[src/rtl/seq_mult.sv]
// Iterative shift-add multiplier: low WIDTH bits of a*b plus overflow, one partial product per cycle.
// Latency N cycles (N=WIDTH, or MSB index of b + 1 with EARLY_EXIT); result held in DONE until res_ready.
module seq_mult #(
  parameter int WIDTH      = 32,
  parameter bit EARLY_EXIT = 1'b1
) (
  input  logic             clk,
  input  logic             rst,
  input  logic             start_valid,
  output logic             start_ready,
  input  logic [WIDTH-1:0] a,
  input  logic [WIDTH-1:0] b,
  output logic             res_valid,
  input  logic             res_ready,
  output logic [WIDTH-1:0] product,
  output logic             overflow
);

  localparam int SW = (WIDTH > 1) ? $clog2(WIDTH) : 1;

  typedef enum logic [1:0] {IDLE, BUSY, DONE} state_t;

  state_t             state_q, state_d;
  logic [2*WIDTH-1:0] mcand_q, mcand_d;
  logic [2*WIDTH-1:0] acc_q, acc_d;
  logic [WIDTH-1:0]   mplier_q, mplier_d;
  logic [SW-1:0]      step_q, step_d;
  logic [WIDTH-1:0]   product_q, product_d;
  logic               overflow_q, overflow_d;
  logic [2*WIDTH-1:0] acc_sum;
  logic               last_step;

  always_comb begin
    state_d    = state_q;
    mcand_d    = mcand_q;
    acc_d      = acc_q;
    mplier_d   = mplier_q;
    step_d     = step_q;
    product_d  = product_q;
    overflow_d = overflow_q;
    acc_sum    = mplier_q[0] ? (acc_q + mcand_q) : acc_q;
    last_step  = (step_q == SW'(WIDTH - 1)) ||
                 (EARLY_EXIT && ((mplier_q >> 1) == '0));

    unique case (state_q)
      IDLE: begin
        if (start_valid) begin
          mcand_d  = {{WIDTH{1'b0}}, a};
          mplier_d = b;
          acc_d    = '0;
          step_d   = '0;
          state_d  = BUSY;
        end
      end
      BUSY: begin
        acc_d    = acc_sum;
        mcand_d  = mcand_q << 1;
        mplier_d = mplier_q >> 1;
        step_d   = step_q + 1'b1;
        // Result registers load straight from this step's sum, so DONE costs no extra cycle.
        if (last_step) begin
          product_d  = acc_sum[WIDTH-1:0];
          overflow_d = |acc_sum[2*WIDTH-1:WIDTH];
          state_d    = DONE;
        end
      end
      DONE: begin
        if (res_ready) state_d = IDLE;
      end
      default: state_d = IDLE;
    endcase
  end

  always_ff @(posedge clk or negedge rst) begin
    if (!rst) begin
      state_q    <= IDLE;
      mcand_q    <= '0;
      acc_q      <= '0;
      mplier_q   <= '0;
      step_q     <= '0;
      product_q  <= '0;
      overflow_q <= 1'b0;
    end else begin
      state_q    <= state_d;
      mcand_q    <= mcand_d;
      acc_q      <= acc_d;
      mplier_q   <= mplier_d;
      step_q     <= step_d;
      product_q  <= product_d;
      overflow_q <= overflow_d;
    end
  end

  assign start_ready = (state_q == IDLE);
  assign res_valid   = (state_q == DONE);
  assign product     = product_q;
  assign overflow    = overflow_q;

endmodule

[config.mk]
export PLATFORM = sky130hd
export DESIGN_NAME = seq_mult
export DESIGN_NICKNAME = d
export VERILOG_FILES = /design/src/rtl/seq_mult.sv
export SDC_FILE = /design/constraint.sdc
export NUM_CORES = 1
export LEC_CHECK = 0
export BUFFER_PORTS_ARGS = -buffer_cell sky130_fd_sc_hd__buf_2
export CAP_MARGIN = 15
export CORE_AREA = 2 2 178 136
export CTS_CLUSTER_SIZE = 20
export DETAILED_ROUTE_END_ITERATION = 10
export DIE_AREA = 0 0 180 138
export MAX_ROUTING_LAYER = met4
export PLACE_DENSITY_LB_ADDON = 0.2
export SKIP_LAST_GASP = 1
export SYNTH_ARGS = -nofsm -noshare
export SYNTH_HDL_FRONTEND = slang
export SYNTH_SLANG_ARGS = --single-unit
[constraint.sdc]
create_clock -name clk -period 3.2 [get_ports clk]
set_input_delay 0.16 -clock clk [delete_from_list [all_inputs] [get_ports clk]]
set_output_delay 0.16 -clock clk [all_outputs]
set_load 0.005 [all_outputs]
# After elaboration in Yosys (flattened, before gate mapping)
# Index checks and enable logic that the tools add are counted.
# op_classes
eq_ne,6
reduce_logical,8
n_mux,13
n_addsub,2
# op_table
cell,count
case mux 64 bit (2 select lines),2
two-way mux 64 bit,3
adder 64 bit,1
case mux 32 bit (2 select lines),1
zero test 32 bit,1
two-way mux 32 bit,1
OR reduction 32 bit,1
case mux 5 bit (2 select lines),1
two-way mux 2 bit,3
case mux 2 bit (3 select lines),1
adder 5 x 1 -> 5 bit (second input constant),1
equality test 5 bit (second input constant),1
two-way mux 5 bit,1
inequality test 2 bit (second input constant),2
AND reduction 2 bit,2
AND reduction 3 bit,1
equality test 2 x 1 -> 1 bit (second input constant),1
equality test 2 bit (second input constant),1
zero test 2 bit,1
inequality test 2 x 1 -> 1 bit (second input constant),1
nonzero test 2 bit,1
logical OR 1 bit,1
# word_totals
reg_bits,200

# Logic depth before layout (Yosys ltp)
# Gate-level depths: netlist of run 1.
# logic_depth
depth_word,4
ltp_mapped,15
ltp_nobuf,15

# Worst setup path after synthesis of run 1
# Ideal clock, no wire load.
# synth_timing
path_type,register -> register
startpoint,register mcand_q[0]
endpoint,register overflow_q (netlist: overflow)
arrival_ps,3260
path_buffers,0
path_slack_ps,-196
setup_time_ps,135
t_required_ps,3065
period_less_slack_ps,3396
stages_incl_launch_ff,16
cell_sequence,dfrtp_1 > ha_1 > inv_1 > fa_1 > nand2b_1 > a21o_1 > a31o_4 > a211oi_4 > o21ai_2 > a211o_1 > a21oi_2 > o211ai_1 > a2111oi_1 > nand4_1 > nor4_1 > a31oi_1
# synth_between
elab_chain_len,3
# synth_lines
element,line,rtl
start: declaration,24,"logic [2*WIDTH-1:0] mcand_q, mcand_d;"
start signal: assignment,85,mcand_q <= mcand_d;
adder 64 bit,41,acc_sum = mplier_q[0] ? (acc_q + mcand_q) : acc_q;
two-way mux 64 bit,41,
OR reduction 32 bit,63,overflow_d = |acc_sum[2*WIDTH-1:WIDTH];
end signal: assignment,90,overflow_q <= overflow_d;
end: declaration,29,"logic overflow_q, overflow_d;"
# No other way between the ends.
# A chain may end at the register's enable or synchronous reset.

# Worst setup path in the final report of run 1
# Same ends and word-level chain as after synthesis.

==> metrics.md, run 1 <==
| Metric | Value |
|---|---|
| Max Cap Violations | 0 |
| Final Hold Fails | 0 |
| Drt first-iter violations | 1469 |
| DP HPWL | 34000 um |
| DR WL met3 | 5380 um |
| Worst skew pair latency | 460 ps |
| Filler Cell Count | 1750 |
| Post-synth design cell area | 12500 um2 |
| Tmin final | 3710 ps |
| Worst min path class | primary input to register |
| Max incr delay on CP | 380 ps |
| Site Rows | 49 |
| Register area | 5010 um2 |
| Combinational group share of total power | 63.8% |
| Vias in the first global route | 12700 |
| Slowest-stage cell, CP | dfrtp_1 |
| Via Count | 13200 |
| Syn avg cell area | 8.67 um2 |
| Most frequent cells in the layout | buf_4 (375), nand2_1 (218), dfrtp_1 (196) |
| Initial antenna violation count | 2 |
| DR pass1 iterations | 5 |
| Placed Area | 15900 um2 |
| Net Switching | 0.00822 W |
| Die area | 24800 um2 |
| Sequential power share | 23.8% |
| Static leakage power | 8.12 nW |
| Root Buffer Master | clkbuf_16 |
| Ys flop type | dfrtp_1 |
| Most common cell after layout, fill and taps aside | buf_4 |
| CP Cell Sequence | ha_2 > inv_2 > fa_2 > nand2b_4 > a21o_1 > a31o_4 > a211oi_4 > o21ai_2 > a211o_1 > a21oi_2 > o211ai_1 > a2111oi_2 > buf_4 > nand4_1 > nor4_1 > a31oi_1 |
| Syn_nets | 1576 |
| WL final | 46300 um |
| Routed len/inst | 21.1 um |
| WS Path Type | register to register |
| Max transition margin | 39.3% |
| Global placement routability congestion | 1.02 |
| Share of layout cells above drive strength 1 | 33.3% |
| Area growth syn-to-layout | 38.9% |
| Slew @ Worst Pin | 903 ps |
| Total power | 0.0185 W |
| Clock Sinks | 200 |
| Cell variety after synth | 70 |
| DIE HEIGHT | 138 um |
| Area of the multi-input gates | 7650 um2 |
| Max frequency | 0.270 GHz |
| Largest net degree at the start of global routing | 87 |
| Synth top area cells | dfrtp_1 (40%), o21ai_0 (7.5%), nand2_1 (6.6%) |
| Final Max Slew Viols | 0 |
| Worst Skew | 14.2 ps |
| Pint | 0.0102 W |
| Die X | 180 um |
| Post-synth EDFFs | 0 |
| GRT overflow | 0 |
| Core box area | 23400 um2 |
| Violated checks | negative setup slack |
| H-tree levels | 4 |
| Register bit total from synthesis | 200 |
| Dominant cell type by area after synthesis | dfrtp_1 |
| Unrepaired setup endpoints after global routing | yes |
| Fin area | 17400 um2 |
| Crit. End Element | register |
| # nets final | 2009 |
| Post-DRT Antenna Nets | 0 |
| Switching portion of total power | 44.5% |
| Drt via density | 6.01 |
| Synth Warn # | 0 |
| Pwr dens | 1060 nW/um2 |
| Top routing layer used | met4 |
| Sequential element share of the synthesized area | 40.0% |
| Met1 WL | 21800 um |
| Startpoint types | register |
| Residual DRC | 0 |
| CTS max path bufs | 2 |
| Post-route setup slack | -506 ps |
| First-pass GRT wire length | 71700 um |
| Clock power frac | 12.4% |
| I/O pin count | 103 |
| Worst-path clk slew | 90 ps |
| Gr usage total | 38.3% |
| Async SR Flop Fraction | 100% |
| Mapped Cells | 1442 |
| Final period util | 116% |
| Utilization after layout | 74.3% |
| CP Max Fanout | 3 |
| CTS buffer count | 17 |
| Peak supply drop | 596 uV |
| CTS tree | built |
| I/O Buffers | 102 |
| Crit path arrival time | 4050 ps |
| Area share of the largest cell type after synthesis | 40.0% |
| Final setup vio count | 7 |
| Status | complete, but fails checks |
| Wire length on met2 | 18500 um |
| Starting Density | 53.5% |
| CP required | 3540 ps |
## state kept, by name, indices dropped and copies added, names as in the netlist
register	flops
mcand_q	64
mplier_q	32
product	32
step_q	5
state_q	2
acc_q	64
overflow	1
## path summary, 6_finish.rpt
kind / start / to / slack (ps) / cells after the start
min reg2reg: product[0] / product[0] / 480 / 2
max: mcand_q[0] / overflow / -510 / 16
max in group asynchronous: rst / mplier_q[0] / 1990 / 3
min in group asynchronous: rst / product[0] / 350 / 2
max reg2reg: mcand_q[0] / overflow / -510 / 16
min: b[15] / mplier_q[15] / 10 / 3
## Yosys cell counts (3+ instances only)
cell,instances
o21ai_1,7
nor4_1,14
nor3_1,16
a22oi_1,33
clkbuf_1,80
a21oi_1,129
a31oi_1,5
dfrtp_1,200
nor2_1,84
xnor2_1,28
nand4b_1,3
o21a_1,14
and2_1,7
nor3b_1,31
xor2_1,24
a221oi_1,6
mux2i_1,26
nand2b_1,10
inv_1,14
o211ai_1,5
or2_2,4
a211o_1,5
o31ai_1,6
nor2b_1,9
ha_1,65
a31o_2,5
nand4_1,25
mux2_2,4
nand2_1,219
buf_1,5
o21bai_1,8
nand3_1,12
a21o_1,25
or3_1,5
a22o_1,59
o221ai_1,3
a2111oi_0,3
o22ai_1,8
o21ai_0,187
and3_1,4
a211oi_1,8
o2111ai_1,4
## final cells by class
type,instances,share of cell area [%]
clock inverters,14,1.02
diodes,2,0.0288
multi-input cells,1139,44.1
inverters,15,0.324
clock buffers,18,2.53
well taps,306,2.21
flip-flops and latches,200,28.9
repair buffers,502,20.9
## power groups by stage
stage	registers [W]	clock network, W	logic (W)
floorplan	0.00414	0	0.00544
global placement	0.00429	0	0.0105
detailed placement	0.00433	0	0.0107
CTS	0.00434	0.00231	0.0112
global route	0.00451	0.00242	0.0126
finish	0.00440	0.00229	0.0118
## repair_timing
action                                  in CTS  in global routing
gates resized for setup                     53                 53
pin swaps                                   19                 11
buffers inserted                            11                  4
hold endpoints to repair                    98                  0
hold buffers                                16                  0
endpoints found under the setup margin      12                 24
## worst max-delay path: cells and delay by family (launching register included)
| family | cells | cell delay [ps] |
|---|---|---|
| AO/OA/AOI/OAI | 9 | 1940 |
| AND/OR/NAND/NOR | 3 | 500 |
| adder cells (fa/ha/maj) | 2 | 560 |
| buffers and inverters | 2 | 220 |
| flip-flops | 1 | 380 |
## through the flow
step	instances	TNS, ps	hold WS (ps)	worst slack (ps)
2_1_floorplan	1442	-69.6	-136	-69.6
3_3_place_gp	2134	-1500	274	-468
3_5_place_dp	2134	-2300	286	-555
4_1_cts	2192	-945	0.0252	-453
5_1_grt	2196	-2320	22.7	-721
6_report	2196	-1350	11.0	-506
## routing by layer
layer  vias up  global-route usage [%]
met5         -                       -
met2       614                    50.7
met4         0                    7.87
li1       6158                       -
met3        52                    12.5
met1      6374                    56.9
## cell families after synthesis
kind of cell / synth area share, %
XOR/XNOR: 3.64
AO/OA/AOI/OAI: 27.4
buffers and inverters: 3.16
adder cells (fa/ha/maj): 6.67
AND/OR/NAND/NOR: 16.6
multiplexers: 2.44
flip-flops: 40.0
Note: power is estimated with default switching activity, not from simulation.
==> run 2: changes to the inputs <==
CELL_PAD_IN_SITES_DETAIL_PLACEMENT = 1   (was not set)
CELL_PAD_IN_SITES_GLOBAL_PLACEMENT = 2   (was not set)
CORE_AREA = 2 2 225 172   (was 2 2 178 136)
DIE_AREA = 0 0 227 174   (was 0 0 180 138)
==> run 2 against run 1 <==
- the flow still finishes with violations (negative setup slack)
- fmax up 0.98%
- die area up 59%
- via count down 0.27%
- largest cell class unchanged
- highest routed layer unchanged
==> metrics.md, run 2 (synthesis gave the netlist of run 1 again) <==
| Metric | Value |
|---|---|
| Root Buffer Master | clkbuf_16 |
| DR pass1 iterations | 5 (unchanged) |
| Placed Area | 16400 um2 (+2.6%) |
| Worst R2R End | overflow |
| Max transition margin | 50.2% (+11 points) |
| Startpoint types | register |
| Max frequency | 0.272 GHz (+0.98%) |
| Share of layout cells above drive strength 1 | 34.6% (+1.3 points) |
| Routed len/inst | 21.1 um (+0.31%) |
| Post-route setup slack | -470 ps (+36.0 ps) |
| Gr usage total | 27.8% (-11 points) |
| Via Count | 13200 (-0.27%) |
| Global placement routability congestion | 0.925 (-9.5%) |
| Final period util | 115% (-1.1 points) |
| Site Rows | 62 (+27%) |
| # nets final | 2065 (+2.8%) |
| I/O pin count | 103 (unchanged) |
| Max Cap Violations | 0 (unchanged) |
| Initial antenna violation count | 1 (-1) |
| Unrepaired setup endpoints after global routing | yes |
| Drt first-iter violations | 839 (-43%) |
| H-tree levels | 4 (unchanged) |
| Largest net degree at the start of global routing | 85 (-2.3%) |
| Residual DRC | 0 (unchanged) |
| CTS tree | built |
| Area growth syn-to-layout | 44.7% |
| Peak supply drop | 539 uV (-9.5%) |
| Hold Crit Endpoint | mplier_q[26] |
| Top routing layer used | met4 |
| First-pass GRT wire length | 81500 um (+14%) |
| Max incr delay on CP | 420 ps (+40 ps) |
| Vias in the first global route | 14000 (+9.9%) |
| Pwr dens | 1050 nW/um2 (-1.5%) |
| Hold Path Cell Cnt | 3 (unchanged) |
| Worst Skew | 22.3 ps (+8.05 ps) |
| Static leakage power | 8.36 nW (+2.9%) |
| R2R cell count | 15 (-1) |
| Die area | 39500 um2 (+59%) |
| Top Registers | acc_q: 64 flops, mcand_q: 64 flops |
| Fin area | 18100 um2 (+4.2%) |
| CP required | 3560 ps (+20 ps) |
| Slew @ Worst Pin | 746 ps (-156 ps) |
| Die X | 227 um (+26%) |
| GRT overflow | 0 (unchanged) |
| Status | complete, but fails checks |
| Met1 WL | 27400 um (+26%) |
| Drt via density | 5.36 (-11%) |
| Most common cell after layout, fill and taps aside | buf_4 |
| Tmin final | 3670 ps (-36.0 ps) |
| WS Path Type | register to register |
| Core box area | 37500 um2 (+61%) |
| Final Hold Fails | 0 (unchanged) |
| Slowest-stage cell, CP | dfrtp_1 |
| Worst-path clk slew | 80 ps (about the same) |
| CP dominant cell by count | a211o_1 |
| DR WL met3 | 2200 um (-59%) |
| DP HPWL | 39000 um (+15%) |
| CP Max Fanout | 6 (+3) |
| Worst hold start | b[26] |
| Most frequent cells in the layout | buf_4 (412), nand2_1 (216), dfrtp_1 (197) |
| Hold WS | 25.0 ps (+14.0 ps) |
| WL final | 52000 um (+12%) |
| CTS max path bufs | 2 (unchanged) |
| Clock Sinks | 200 (unchanged) |
| Worst skew pair latency | 480 ps (+20 ps) |
| Violated checks | negative setup slack |
| Final Max Slew Viols | 0 (unchanged) |
| CP Cell Sequence | ha_4 > a21oi_2 > o22ai_1 > a211o_1 > o31a_1 > a211oi_4 > nor2_4 > buf_6 > xor2_1 > a211o_1 > nor4_4 > buf_4 > nand4b_1 > nor4_2 > a31oi_1 |
| Wire length on met2 | 21900 um (+19%) |
| R2r startpoint | acc_q[8] |
| R2R setup slack | -470 ps (+40 ps) |
| Crit path arrival time | 4030 ps (-20 ps) |
| CTS buffer count | 17 (unchanged) |
| Post-DRT Antenna Nets | 0 (unchanged) |
| Worst min path class | primary input to register |
| Starting Density | 33.3% (-20 points) |
| DIE HEIGHT | 174 um (+26%) |
| I/O Buffers | 102 (unchanged) |
| Crit. End Element | register |
| Final setup vio count | 7 (unchanged) |
## run 2: changes by cell type in the layout (fill, tap and decap cells not counted), sizes merged
cell         delta
buf            +39
dlygate4sd3    +18
clkinvlp        +3
inv             -3
clkinv          -1
diode           -1
## run 2: where the power goes
part           leakage, nW  switching (W)  internal, W  total, W
clock network        0.267        0.00114      0.00110   0.00224
registers             2.63       0.000824      0.00352   0.00435
logic                 5.46        0.00648      0.00589    0.0124
total                 8.36        0.00844       0.0105    0.0190
## run 2: stage by stage
stage	power (W)	utilization, %	worst slack (ps)	cells	TNS (ps)
after floorplan	0.00958	-	-69.6	1442	-69.6
after global placement	0.0154	43.6	-577	2363	-2000
after detailed placement	0.0156	43.6	-729	2363	-2690
after CTS	0.0184	47.1	-497	2438	-1060
after global routing	0.0203	48.2	-677	2457	-2250
final	0.0190	48.2	-470	2457	-1190
## run 2: per-layer routing
layer  up-vias  global-route usage (%)
met5         -                       -
met4         0                    4.63
met3        31                    4.95
met2       243                    39.4
met1      6623                    41.5
li1       6265                       -
## run 2: worst max path at each step
stage | startpoint | endpoint | slack [ps]
floorplan | mcand_q[0] | overflow | -70
global placement | acc_q[0] | overflow | -580
detailed placement | acc_q[0] | overflow | -730
CTS | acc_q[3] | overflow | -500
global route | mcand_q[32] | overflow | -680
finish | acc_q[8] | overflow | -470
## run 2: critical path, delay by kind of cell, from the launching register on
family | cells | cell delay (ps)
XOR/XNOR | 1 | 150
AND/OR/NAND/NOR | 4 | 730
AO/OA/AOI/OAI | 7 | 1680
adder cells (fa/ha/maj) | 1 | 280
flip-flops | 1 | 420
buffers and inverters | 2 | 270
## run 2: repair_timing
item / in CTS / in global routing
gates resized for setup: 68 / 59
hold buffers: 34 / 0
setup buffers: 15 / 22
setup endpoints to repair: 19 / 29
pin swaps: 31 / 50
endpoints found under the hold margin: 113 / 0
## run 2: layout make-up
type / count / area, um2
inverters: 15 / 56.3
multi-input cells: 1139 / 7710
flip-flops and latches: 200 / 5010
diodes: 1 / 2.50
clock inverters: 13 / 140
clock buffers: 19 / 433
fillers: 4453 / 19500
well taps: 512 / 641
repair buffers: 558 / 4100
==> run 3: changes to the inputs <==
CORE_AREA = 5 5 228 175   (was 2 2 225 172)
DIE_AREA = 0 0 233 180   (was 0 0 227 174)
==> run 3 against run 2 <==
- the run still ends with negative setup slack left
- via count is 0.62% lower
- sequential share of layout area increased by 0.31 points
- die area increased by 6.2%
==> metrics.md, run 3 (synthesis gave the netlist of run 1 again) <==
| Metric | Value |
|---|---|
| Worst Setup SP | acc_q[0] |
| Slew @ Worst Pin | 984 ps (+238 ps) |
| Worst min path class | primary input to register |
| CP Cell Sequence | ha_4 > inv_2 > fa_2 > nand2b_4 > a21o_1 > a31o_4 > a211oi_4 > o21ai_2 > a211o_1 > a21oi_2 > o211ai_1 > a2111oi_2 > buf_4 > nand4_1 > nor4_2 > a31oi_1 |
| Vias in the first global route | 13800 (-1.3%) |
| I/O Buffers | 102 (unchanged) |
| Worst skew pair latency | 480 ps (about the same) |
| # nets final | 2054 (-0.53%) |
| WS Path Type | register to register |
| R2R cell count | 16 (+1) |
| Peak supply drop | 533 uV (-1.3%) |
| Crit. End Element | register |
| Starting Density | 33.3% (unchanged) |
| Share of layout cells above drive strength 1 | 33.0% (-1.6 points) |
| CP required | 3560 ps (about the same) |
| Area growth syn-to-layout | 43.1% |
| Die area | 41900 um2 (+6.2%) |
| Root Buffer Master | clkbuf_16 |
| DR pass1 iterations | 5 (unchanged) |
| Total power | 0.0187 W (-1.3%) |
| I/O pin count | 103 (unchanged) |
| CTS buffer count | 17 (unchanged) |
| GRT overflow | 0 (unchanged) |
| Global placement routability congestion | 0.948 (+2.5%) |
| Initial antenna violation count | 1 (unchanged) |
| Status | complete, but fails checks |
| CTS tree | built |
| Post-DRT Antenna Nets | 0 (unchanged) |
| CTS max path bufs | 2 (unchanged) |
| Post-route setup slack | -623 ps (-153 ps) |
| Final Non-Filler Cells | 2445 (-0.49%) |
| Most frequent cells in the layout | buf_4 (403), nand2_1 (218), dfrtp_1 (197) |
| Area of the multi-input gates | 7560 um2 (-1.9%) |
| Core box area | 37500 um2 (unchanged) |
| Unrepaired setup endpoints after global routing | yes |
| Final setup vio count | 8 (+1) |
| DIE HEIGHT | 180 um (+3.4%) |
| Largest net degree at the start of global routing | 86 (+1.2%) |
| Crit path arrival time | 4180 ps (+150 ps) |
| Final Hold Fails | 0 (unchanged) |
| CP Max Fanout | 3 (-3) |
| Utilization after layout | 47.7% (-0.53 points) |
| Drt first-iter violations | 822 (-2.0%) |
| Tmin final | 3820 ps (+153 ps) |
| Final period util | 119% (+4.8 points) |
| Max Cap Violations | 0 (unchanged) |
| Violated checks | negative setup slack |
| WL final | 52000 um (about the same) |
| Hold WS | 25.2 ps (+0.202 ps) |
| Die X | 233 um (+2.6%) |
| Startpoint types | register |
| Worst-path clk slew | 80 ps (about the same) |
| First-pass GRT wire length | 81000 um (-0.61%) |
| H-tree levels | 4 (unchanged) |
| Hold Path Cell Cnt | 3 (unchanged) |
| Site Rows | 62 (unchanged) |
| Slowest-stage cell, CP | dfrtp_1 |
| Static leakage power | 8.33 nW (-0.41%) |
| Worst hold start | b[10] |
| Max frequency | 0.262 GHz (-4.0%) |
| DP HPWL | 39800 um (+2.1%) |
| Top Registers | acc_q: 64 flops, mcand_q: 64 flops |
| Inst Count DP | 2367 (+0.17%) |
| Worst Skew | 15.2 ps (-7.11 ps) |
| Max incr delay on CP | 400 ps (-20 ps) |
| R2r startpoint | acc_q[0] |
| Gr usage total | 25.4% (-2.3 points) |
| Register area | 5010 um2 (unchanged) |
| Routed len/inst | 21.3 um (+0.59%) |
| Residual DRC | 0 (unchanged) |
| Max transition margin | 34.2% (-16 points) |
| Via Count | 13100 (-0.62%) |
| Clock Sinks | 200 (unchanged) |
| Filler Cell Count | 4504 (+1.1%) |
| Drt via density | 5.35 (-0.14%) |
| Pwr dens | 1050 nW/um2 (-0.17%) |
| Most common cell after layout, fill and taps aside | buf_4 |
| Final Max Slew Viols | 0 (unchanged) |
==> run 3: changes by cell type in the layout (fill, tap and decap cells not counted), sizes merged, moves of 2 or more <==
cell	previous run	this run
dlygate4sd3	34	32
bufinv	1	3
clkbuf	19	17
clkinvlp	4	1
buf	524	515
==> run 3: report_power, final <==
group | internal, W | switching (W)
clock | 0.00125 | 0.00111
sequential | 0.00352 | 0.000845
combinational | 0.00565 | 0.00633
total | 0.0104 | 0.00829
==> run 3: area by class of cell <==
class | count | share of cell area [%]
Multi-Input combinational cell | 1139 | 42.3
Sequential cell | 200 | 28.0
Timing Repair Buffer | 547 | 22.4
Tap cell | 512 | 3.58
Clock buffer | 17 | 2.38
Clock inverter | 14 | 1.06
Inverter | 15 | 0.315
Antenna cell | 1 | 0.0140
==> run 3: critical path: cells and delay by family, from the launching register on <==
family,cells,cell delay [ps]
buf+inv,2,230
simple gates,3,620
fa+ha+maj,2,500
flops,1,400
compound gates,9,1950
==> run 3: final timing paths <==
kind	to	slack, ps
worst max-delay path	overflow	-620
worst min-delay path	mplier_q[10]	30
worst max register to register	overflow	-620
worst min register to register	product[19]	480
max in group asynchronous	mcand_q[62]	2010
min in group asynchronous	product[17]	270
==> run 3: stage by stage <==
step           cell area, um2  setup slack, ps  setup TNS (ps)
4_1_cts                 17600             -524           -1230
5_1_grt                 17900             -790           -3080
6_report                17900             -623           -1200
3_3_place_gp            16400             -636           -2250
2_1_floorplan           12500            -69.6           -69.6
3_5_place_dp            16400             -812           -3410
==> run 3: repair_timing <==
action                                 in CTS  in global routing
setup endpoints to repair                  23                 33
buffers inserted                           11                  6
endpoints found under the hold margin     111                  0
resized for setup                          47                 47
pin swaps                                  17                 22
hold buffers                               32                  0
==> run 3: layer usage <==
metal	part of all wire, %	up-vias	GRT usage, %
met5	0	-	-
met4	0.88	0	3.73
met3	6.0	34	6.01
met2	42	267	35.9
met1	51	6546	37.8
li1	-	6233	-
